--- config.mk ---
export PLATFORM = sky130hd
export DESIGN_NAME = fetch_seq_flat
export DESIGN_NICKNAME = d
export VERILOG_FILES = /design/src/rtl/fetch_seq_if.sv /design/src/rtl/fetch_seq.sv /design/src/flat_wrapper.sv
export SDC_FILE = /design/constraint.sdc
export NUM_CORES = 1
export LEC_CHECK = 0
export CAP_MARGIN = 15
export CORE_ASPECT_RATIO = 0.7
export CORE_MARGIN = 3
export CORE_UTILIZATION = 45
export DETAILED_ROUTE_END_ITERATION = 7
export PLACE_DENSITY = 0.78
export SETUP_SLACK_MARGIN = 0.05
export SLEW_MARGIN = 20
export SYNTH_ARGS = -nofsm -noshare
export SYNTH_HDL_FRONTEND = slang
export SYNTH_SLANG_ARGS = --single-unit
--- constraint.sdc ---
create_clock -name clk -period 2.35 [get_ports clk]
set_input_delay 0.5875 -clock clk [delete_from_list [all_inputs] [get_ports clk]]
set_output_delay 0.5875 -clock clk [all_outputs]
set_load 0.005 [all_outputs]
--- src/rtl/fetch_seq_if.sv ---
// Fetch-to-decode handshake: registered instruction word and its address under valid/ready.
interface fetch_seq_if;
  logic        dec_valid;
  logic        dec_ready;
  logic [15:0] dec_instr;
  logic [15:0] dec_pc;

  modport master (output dec_valid, output dec_instr, output dec_pc, input dec_ready);
  modport slave  (input dec_valid, input dec_instr, input dec_pc, output dec_ready);
endinterface

--- src/rtl/fetch_seq.sv ---
// PC sequencer/fetch controller: start->first valid one edge later, then 1 instr/cycle; redirect adds a 1-cycle bubble.
// Backpressure: dec_valid & !dec_ready freezes dec_* and pc; nothing is fetched until the held word is accepted.
module fetch_seq #(
  parameter logic [15:0] RESET_PC = 16'd0,
  parameter logic [15:0] PROG_LEN = 16'd9
) (
  input  logic               clk,
  input  logic               rst_n,
  input  logic               start,
  input  logic               stop,
  output logic [15:0]        imem_addr,
  input  logic [15:0]        imem_com,
  fetch_seq_if.master        dec,
  input  logic               redir_valid,
  input  logic [15:0]        redir_addr,
  output logic               busy,
  output logic               done,
  output logic [15:0]        fetch_cnt
);

  typedef enum logic [1:0] {IDLE, RUN, DONE} state_t;

  state_t      state, state_n;
  logic [15:0] pc, pc_n;
  logic [15:0] instr_q, instr_n;
  logic [15:0] dpc_q, dpc_n;
  logic [15:0] cnt_q, cnt_n;
  logic        vld_q, vld_n;
  logic        slot;

  // A slot opens when the output register is empty or being drained this cycle.
  assign slot = !vld_q || dec.dec_ready;

  always_comb begin
    state_n = state;
    pc_n    = pc;
    instr_n = instr_q;
    dpc_n   = dpc_q;
    cnt_n   = cnt_q;
    vld_n   = vld_q;
    if (stop) begin
      state_n = IDLE;
      pc_n    = RESET_PC;
      vld_n   = 1'b0;
    end else if (redir_valid && state != IDLE) begin
      // The word sitting in dec_* is wrong-path: drop it even if decode takes it now.
      state_n = RUN;
      pc_n    = redir_addr;
      vld_n   = 1'b0;
    end else begin
      case (state)
        IDLE: begin
          if (start) begin
            state_n = RUN;
            cnt_n   = 16'd0;
          end
        end
        RUN: begin
          if (slot) begin
            if (pc < PROG_LEN) begin
              instr_n = imem_com;
              dpc_n   = pc;
              vld_n   = 1'b1;
              pc_n    = pc + 16'd1;
              cnt_n   = (cnt_q == 16'hFFFF) ? cnt_q : cnt_q + 16'd1;
            end else begin
              vld_n   = 1'b0;
              state_n = DONE;
            end
          end
        end
        DONE: begin
          if (vld_q && dec.dec_ready) vld_n = 1'b0;
        end
        default: state_n = IDLE;
      endcase
    end
  end

  always_ff @(posedge clk or negedge rst_n) begin
    if (!rst_n) begin
      state   <= IDLE;
      pc      <= RESET_PC;
      instr_q <= 16'd0;
      dpc_q   <= 16'd0;
      cnt_q   <= 16'd0;
      vld_q   <= 1'b0;
    end else begin
      state   <= state_n;
      pc      <= pc_n;
      instr_q <= instr_n;
      dpc_q   <= dpc_n;
      cnt_q   <= cnt_n;
      vld_q   <= vld_n;
    end
  end

  assign imem_addr     = pc;
  assign dec.dec_valid = vld_q;
  assign dec.dec_instr = instr_q;
  assign dec.dec_pc    = dpc_q;
  assign busy          = (state == RUN);
  assign done          = (state == DONE);
  assign fetch_cnt     = cnt_q;

endmodule

--- src/flat_wrapper.sv ---
// flat-port wrapper written by rule: the top's interface ports become plain ports
module fetch_seq_flat 
#(
  parameter logic [15:0] RESET_PC = 16'd0,
  parameter logic [15:0] PROG_LEN = 16'd9
)
  (clk, rst_n, start, stop, imem_addr, imem_com, redir_valid, redir_addr, busy, done, fetch_cnt, dec_dec_valid, dec_dec_instr, dec_dec_pc, dec_dec_ready);
  fetch_seq_if dec_i ();
  input  logic clk;
  input  logic rst_n;
  input  logic start;
  input  logic stop;
  output logic [15:0] imem_addr;
  input  logic [15:0] imem_com;
  input  logic redir_valid;
  input  logic [15:0] redir_addr;
  output logic busy;
  output logic done;
  output logic [15:0] fetch_cnt;
  output wire logic [$bits(dec_i.dec_valid)-1:0] dec_dec_valid;
  output wire logic [$bits(dec_i.dec_instr)-1:0] dec_dec_instr;
  output wire logic [$bits(dec_i.dec_pc)-1:0] dec_dec_pc;
  input wire logic [$bits(dec_i.dec_ready)-1:0] dec_dec_ready;
  assign dec_dec_valid = dec_i.dec_valid;
  assign dec_dec_instr = dec_i.dec_instr;
  assign dec_dec_pc = dec_i.dec_pc;
  assign dec_i.dec_ready = dec_dec_ready;
  fetch_seq #(.RESET_PC(RESET_PC), .PROG_LEN(PROG_LEN)) u_core (.clk(clk), .rst_n(rst_n), .start(start), .stop(stop), .imem_addr(imem_addr), .imem_com(imem_com), .dec(dec_i), .redir_valid(redir_valid), .redir_addr(redir_addr), .busy(busy), .done(done), .fetch_cnt(fetch_cnt));
endmodule
Word level (Yosys, flattened, before mapping)
Cells that the tools add are included.
W data, S select, Z words.
{"block": "classes", "eq_ne": 12, "bitwise": 2, "n_mux": 22, "n_addsub": 2, "order_cmp": 1, "reduce_logical": 16}
{"operator": "$mux W16", "count": 9}
{"operator": "$add A16 B1 Y16 const B", "count": 2}
{"operator": "$pmux W16 S2", "count": 1}
{"operator": "$eq A16 B16 Y1 const B", "count": 1}
{"operator": "$lt A16 B4 Y1 const B", "count": 1}
{"operator": "$mux W2", "count": 5}
{"operator": "$reduce_bool A3 Y1", "count": 3}
{"operator": "$ne A4 B2 Y1 const B", "count": 2}
{"operator": "$ne A4 B3 Y1 const B", "count": 2}
{"operator": "$reduce_and A7 Y1", "count": 1}
{"operator": "$pmux W2 S3", "count": 1}
{"operator": "$reduce_and A3 Y1", "count": 2}
{"operator": "$mux W1", "count": 5}
{"operator": "$reduce_and A5 Y1", "count": 1}
{"operator": "$ne A2 B1 Y1 const B", "count": 2}
{"operator": "$ne A2 B2 Y1 const B", "count": 2}
{"operator": "$reduce_and A4 Y1", "count": 1}
{"operator": "$reduce_bool A2 Y1", "count": 2}
{"operator": "$reduce_bool A4 Y1", "count": 1}
{"operator": "$ne A3 B2 Y1 const B", "count": 1}
{"operator": "$eq A2 B1 Y1 const B", "count": 1}
{"operator": "$eq A2 B2 Y1 const B", "count": 1}
{"operator": "$logic_and A1 B1 Y1", "count": 2}
{"operator": "$logic_not A2 Y1", "count": 1}
{"operator": "4 further kinds", "count": 5}
{"block": "totals", "output_inout_bits": 67, "input_bits": 38, "register_bits": 67, "word_cells": 61}

Depth between registers and ports, before layout
{"block": "depth", "word_depth": 6, "depth_mapped": 9, "mapped_depth_nobuf": 7}

Least setup slack after synthesis
No wires, ideal clock.
{"block": "synth_timing", "kind": "reg-to-reg", "start": "reg u_core.state[1]", "end": "reg u_core.cnt_q[11], in the netlist u_core.fetch_cnt[11]", "arrival_time_ns": 1.929, "path_buffers": 2, "setup_time_ns": 0.078, "required_ns": 2.272, "path_slack_ns": 0.343, "path_stages_with_launch": 9, "synth_period_minus_slack_ns": 2.007, "path_cell_list": "dfrtp_1 inv_1 ha_1 clkbuf_1 and3_2 o21ai_2 buf_6 or4_1 a21oi_1"}
{"block": "synth_via", "elab_cells_between_ends": 12, "classes_between": "eq/ne: 5; mux: 1; bitwise: 1; reduce/logical: 5"}
{"item": "start, declared", "line": "fetch_seq.sv:23", "text": "state_t state, state_n;"}
{"item": "start signal, assigned", "line": "fetch_seq.sv:89", "text": "state <= state_n;"}
{"item": "$eq A2 B1 Y1 (*)"}
{"item": "net busy", "line": "flat_wrapper.sv:17", "text": "output logic busy;"}
{"item": "$ne A2 B1 Y1 (no line), or another cell as far along"}
{"item": "$reduce_and A7 Y1 (no line)"}
{"item": "end signal, assigned", "line": "fetch_seq.sv:93", "text": "cnt_q <= cnt_n;"}
{"item": "end, declared", "line": "fetch_seq.sv:27", "text": "logic [15:0] cnt_q, cnt_n;"}
Mark *: on every way through the listed nets, which the timed path passes. The rest lies on a longest branch.
A chain may end at the register's enable or synchronous reset.

Final worst setup path
{"block": "layout_timing", "start": "reg u_core.state[0]", "end": "out done"}
{"block": "layout_via", "elab_chain_cells": 1}
{"item": "$eq A2 B2 Y1", "line": "fetch_seq.sv:103", "text": "assign done = (state == DONE);"}
{"item": "end, declared", "line": "flat_wrapper.sv:18", "text": "output logic done;"}
No other way between the ends.

==> results_dict.tcl <==
set metrics [dict create \
    ant_nets 0 \
    maxSlewViolCount 0 \
    mapped_cells 295 \
    num_rows 25 \
    synth_enable_flop_cells 0 \
    layout.cells.most_common "sky130_fd_sc_hd__clkdlybuf4s50_1" \
    grt_setup_unrepaired "yes" \
    power.switching_mw 1.487 \
    timing.fmax_mhz 442.4 \
    number_of_h_tree_levels 3 \
    met1_grt_util 0.3034 \
    synth.ff_latch_count 67 \
    design.die.area_um2 8269 \
    numCtsBuffers 9 \
    detailroute.via_count 2756 \
    clkLatencyLatePin_ns 0.35 \
    area_delta_synth_final_pct 44.77 \
    share_seq_of_total_power 0.362 \
    fin_ws_ns 0.08945 \
    fin_crit_ns 2.261 \
    worst-path-max-fanout 4 \
    ir_drop_mv 0.5185 \
    ctsLongestPathBuffers 2 \
    route.detailed.wl_per_inst_um 16.41 \
    final_instance_area_um2 4690 \
    mappedNetlistArea_um2 3239 \
    totalPowerFinal_mw 4.452 \
    setup_crit_path_kind "reg -> out" \
    grt_use_met3 0.05635 \
    nFillCells 511 \
    final.setup_skew_ns 0.01039 \
    global_route.usage.met2 0.3290 \
    post_placement_cell_area_um2 4474 \
    boundaryPins 105 \
    grt_overflow_total 0 \
    core_area_um2 6850 \
    yosys-top-cells-area "sky130_fd_sc_hd__dfrtp_1, sky130_fd_sc_hd__mux2_4, sky130_fd_sc_hd__nand2_1" \
    layout.cells.most_common_list "sky130_fd_sc_hd__clkdlybuf4s50_1, sky130_fd_sc_hd__dfrtp_1, sky130_fd_sc_hd__nand2_1" \
    grt_util_all_layers 0.2155 \
    final_nets 460 \
    p_leak_nw 2.000 \
    antennaDiodeCount 0 \
    floorplan.initialDensity 0.4729 \
    yosysUniqueCellTypes 50 \
    synth_sequential_area_ratio 0.5176 \
    clockRootBuffer "sky130_fd_sc_hd__clkbuf_8" \
    worstPathRequired_ns 1.76 \
    crit_path_cell_trace "inv_1 > ha_2 > clkdlybuf4s50_1" \
    worst_slew_pin_slew_ns 0.6686 \
    cp-start-kind "flip-flop" \
    max_stage_delay_ns 0.51 \
    cp.arrival_ns 1.67 \
    grt_first_pass_wirelength_mm 14.00 \
    comb_power_share 0.421 \
    synth_ff_type "sky130_fd_sc_hd__dfrtp_1" \
    tritoncts_clock_tree "yes" \
    internal_power_of_the_cells_mw 2.965 \
    grt.busiest_layer "met2" \
    drive_above_1_share 0.1337 \
    worst_relative_slew_slack 0.5509 \
    synth-async-reset-ratio 1.000 \
    half_perimeter_wire_length_of_the_detailed_placement_result_mm 6.248 \
    tritoncts_num_sinks 67 \
    die_w_um 107.4 \
    first_global_vias 2718 \
    min_path_type "in -> async" \
    drc_violation_count_after_routing 0 \
    drtPass1Iterations 4 \
    max_cap_violations 0 \
    holdBufCountCts 0 \
    sum_of_negative_setup_slack_ns 0 \
    clockPowerShare 0.217 \
    yosysTopAreaCellShare 0.5176 \
    grt_start_max_net_pins 68 \
    synthesis.nets 341 \
    clkSlewWorstSetupHoldPaths_ns 0.08 \
    min_period_over_period 0.9619 \
    power.share.switching 0.3339 \
    final_util 0.6846 \
    synth_top_area_cell "sky130_fd_sc_hd__dfrtp_1" \
    wl_mm 8.420 \
    average_cell_area_after_synthesis_um2 10.98 \
    setup-violations-final 0 \
    powerDensity_nw_per_um2 949.3 \
    fp.dieH_um 76.99 \
    yosysWarningCount 0 \
    gp_congestion 0.9019 \
    cp-end-kind "output port" \
    pre_cts_setup_slack_ns -0.1287 \
    run_status "completed" \
    drt_iter0_markers 95 \
    timing.critical_path.slowest_stage_cell "sky130_fd_sc_hd__clkdlybuf4s50_1" \
    finalHoldViolCount 0 \
    io_buffers 104 \
    route.detailed.vias_per_inst 5.372 \
    grt_antenna_before_repair 0 \
]
==> path summary, 6_finish.rpt <==
path / depth (start not counted) / from / slack [ns] / end
hold reg to reg: 1 / u_core.dec.dec_pc[6]$_DFFE_PN0P_ / 0.49 / u_core.dec.dec_pc[6]$_DFFE_PN0P_
setup / recovery: 3 / u_core.state[0]$_DFFE_PN0P_ / 0.09 / done
hold / removal: 2 / rst_n / 0.24 / u_core.dec.dec_instr[9]$_DFFE_PN0P_
min in group clk: 1 / u_core.dec.dec_pc[6]$_DFFE_PN0P_ / 0.49 / u_core.dec.dec_pc[6]$_DFFE_PN0P_
max in group asynchronous: 2 / rst_n / 1.82 / u_core.state[1]$_DFFE_PN0P_
setup reg to reg: 7 / u_core.state[0]$_DFFE_PN0P_ / 0.14 / u_core.fetch_cnt[3]$_DFFE_PN0P_
==> synth_stat cells (2+ instances only) <==
cell type / count
sky130_fd_sc_hd__nand2_1: 33
sky130_fd_sc_hd__a41oi_1: 2
sky130_fd_sc_hd__ha_1: 8
sky130_fd_sc_hd__nor2_1: 13
sky130_fd_sc_hd__xnor2_1: 2
sky130_fd_sc_hd__nor4_4: 3
sky130_fd_sc_hd__nor3b_1: 2
sky130_fd_sc_hd__dfrtp_1: 67
sky130_fd_sc_hd__or4_1: 9
sky130_fd_sc_hd__o211ai_1: 2
sky130_fd_sc_hd__clkbuf_1: 9
sky130_fd_sc_hd__buf_6: 3
sky130_fd_sc_hd__nand3_1: 6
sky130_fd_sc_hd__o31ai_1: 8
sky130_fd_sc_hd__nor2b_1: 3
sky130_fd_sc_hd__a21oi_1: 24
sky130_fd_sc_hd__mux2_4: 10
sky130_fd_sc_hd__and3_1: 4
sky130_fd_sc_hd__nand2b_1: 4
sky130_fd_sc_hd__a311oi_1: 2
sky130_fd_sc_hd__and2_1: 14
sky130_fd_sc_hd__inv_1: 10
sky130_fd_sc_hd__a211oi_1: 3
sky130_fd_sc_hd__nand4_1: 7
sky130_fd_sc_hd__mux2_1: 10
sky130_fd_sc_hd__nor3_1: 6
sky130_fd_sc_hd__or3_1: 3
sky130_fd_sc_hd__nor4_1: 2
sky130_fd_sc_hd__o21ai_0: 5
==> registers in the layout, summed over array words and instances, names as in the netlist <==
signal	cells
u_core.dec.dec_instr	16
u_core.dec.dec_pc	16
u_core.dec.dec_valid	1
u_core.fetch_cnt	16
u_core.imem_addr	16
u_core.state	2
==> power by group through the flow <==
stage / registers [mW] / logic, mW / clock network, mW
after floorplan: 1.64 / 0.901 / 0
after global placement: 1.61 / 1.82 / 0
after detailed placement: 1.63 / 1.86 / 0
after CTS: 1.61 / 1.87 / 0.980
after global routing: 1.65 / 2.06 / 1.03
final: 1.61 / 1.87 / 0.966
==> layer usage <==
metal	up-vias	wire length, um
li1	1319	-
met1	1341	3917
met2	86	3908
met3	10	500
met4	0	94
met5	-	0
==> logic make-up (layout without fill, tap and decap cells) <==
group	count (synthesis)	in the layout	share of synthesized area
AND/OR/NAND/NOR	117	117	0.2097
flip-flops	67	67	0.5176
AO/OA/AOI/OAI	58	58	0.1217
buffers and inverters	23	147	0.03360
multiplexers	20	20	0.08111
adder cells (fa/ha/maj)	8	8	0.03090
XOR/XNOR	2	2	0.005408
==> worst max-delay path: cells and delay by family (launching register included) <==
kind / cells / cell delay, ns
adder cells (fa/ha/maj): 1 / 0.24
buffers and inverters: 2 / 0.66
flip-flops: 1 / 0.43
==> per-stage QoR <==
stage	hold slack, ns	std cells
final	0.2394	513
after global routing	0.2624	513
after CTS	0.2545	513
after detailed placement	0.4707	497
after global placement	0.4689	497
after floorplan	0.2919	295
==> cell type report <==
class	count	area, um2	area share
Multi-Input combinational cell	205	1469	0.3132
Inverter	10	37.54	0.008004
Tap cell	94	117.6	0.02508
Clock buffer	9	123.9	0.02641
Sequential cell	67	1677	0.3575
Clock inverter	7	76.32	0.01628
Timing Repair Buffer	121	1189	0.2535
==> what timing repair did <==
| item | CTS | global route |
|---|---|---|
| resized for setup | 1 | 2 |
| buffers inserted | 0 | 0 |
| setup endpoints to repair | 1 | 2 |
No activity file was read; power rests on OpenSTA's default activity.
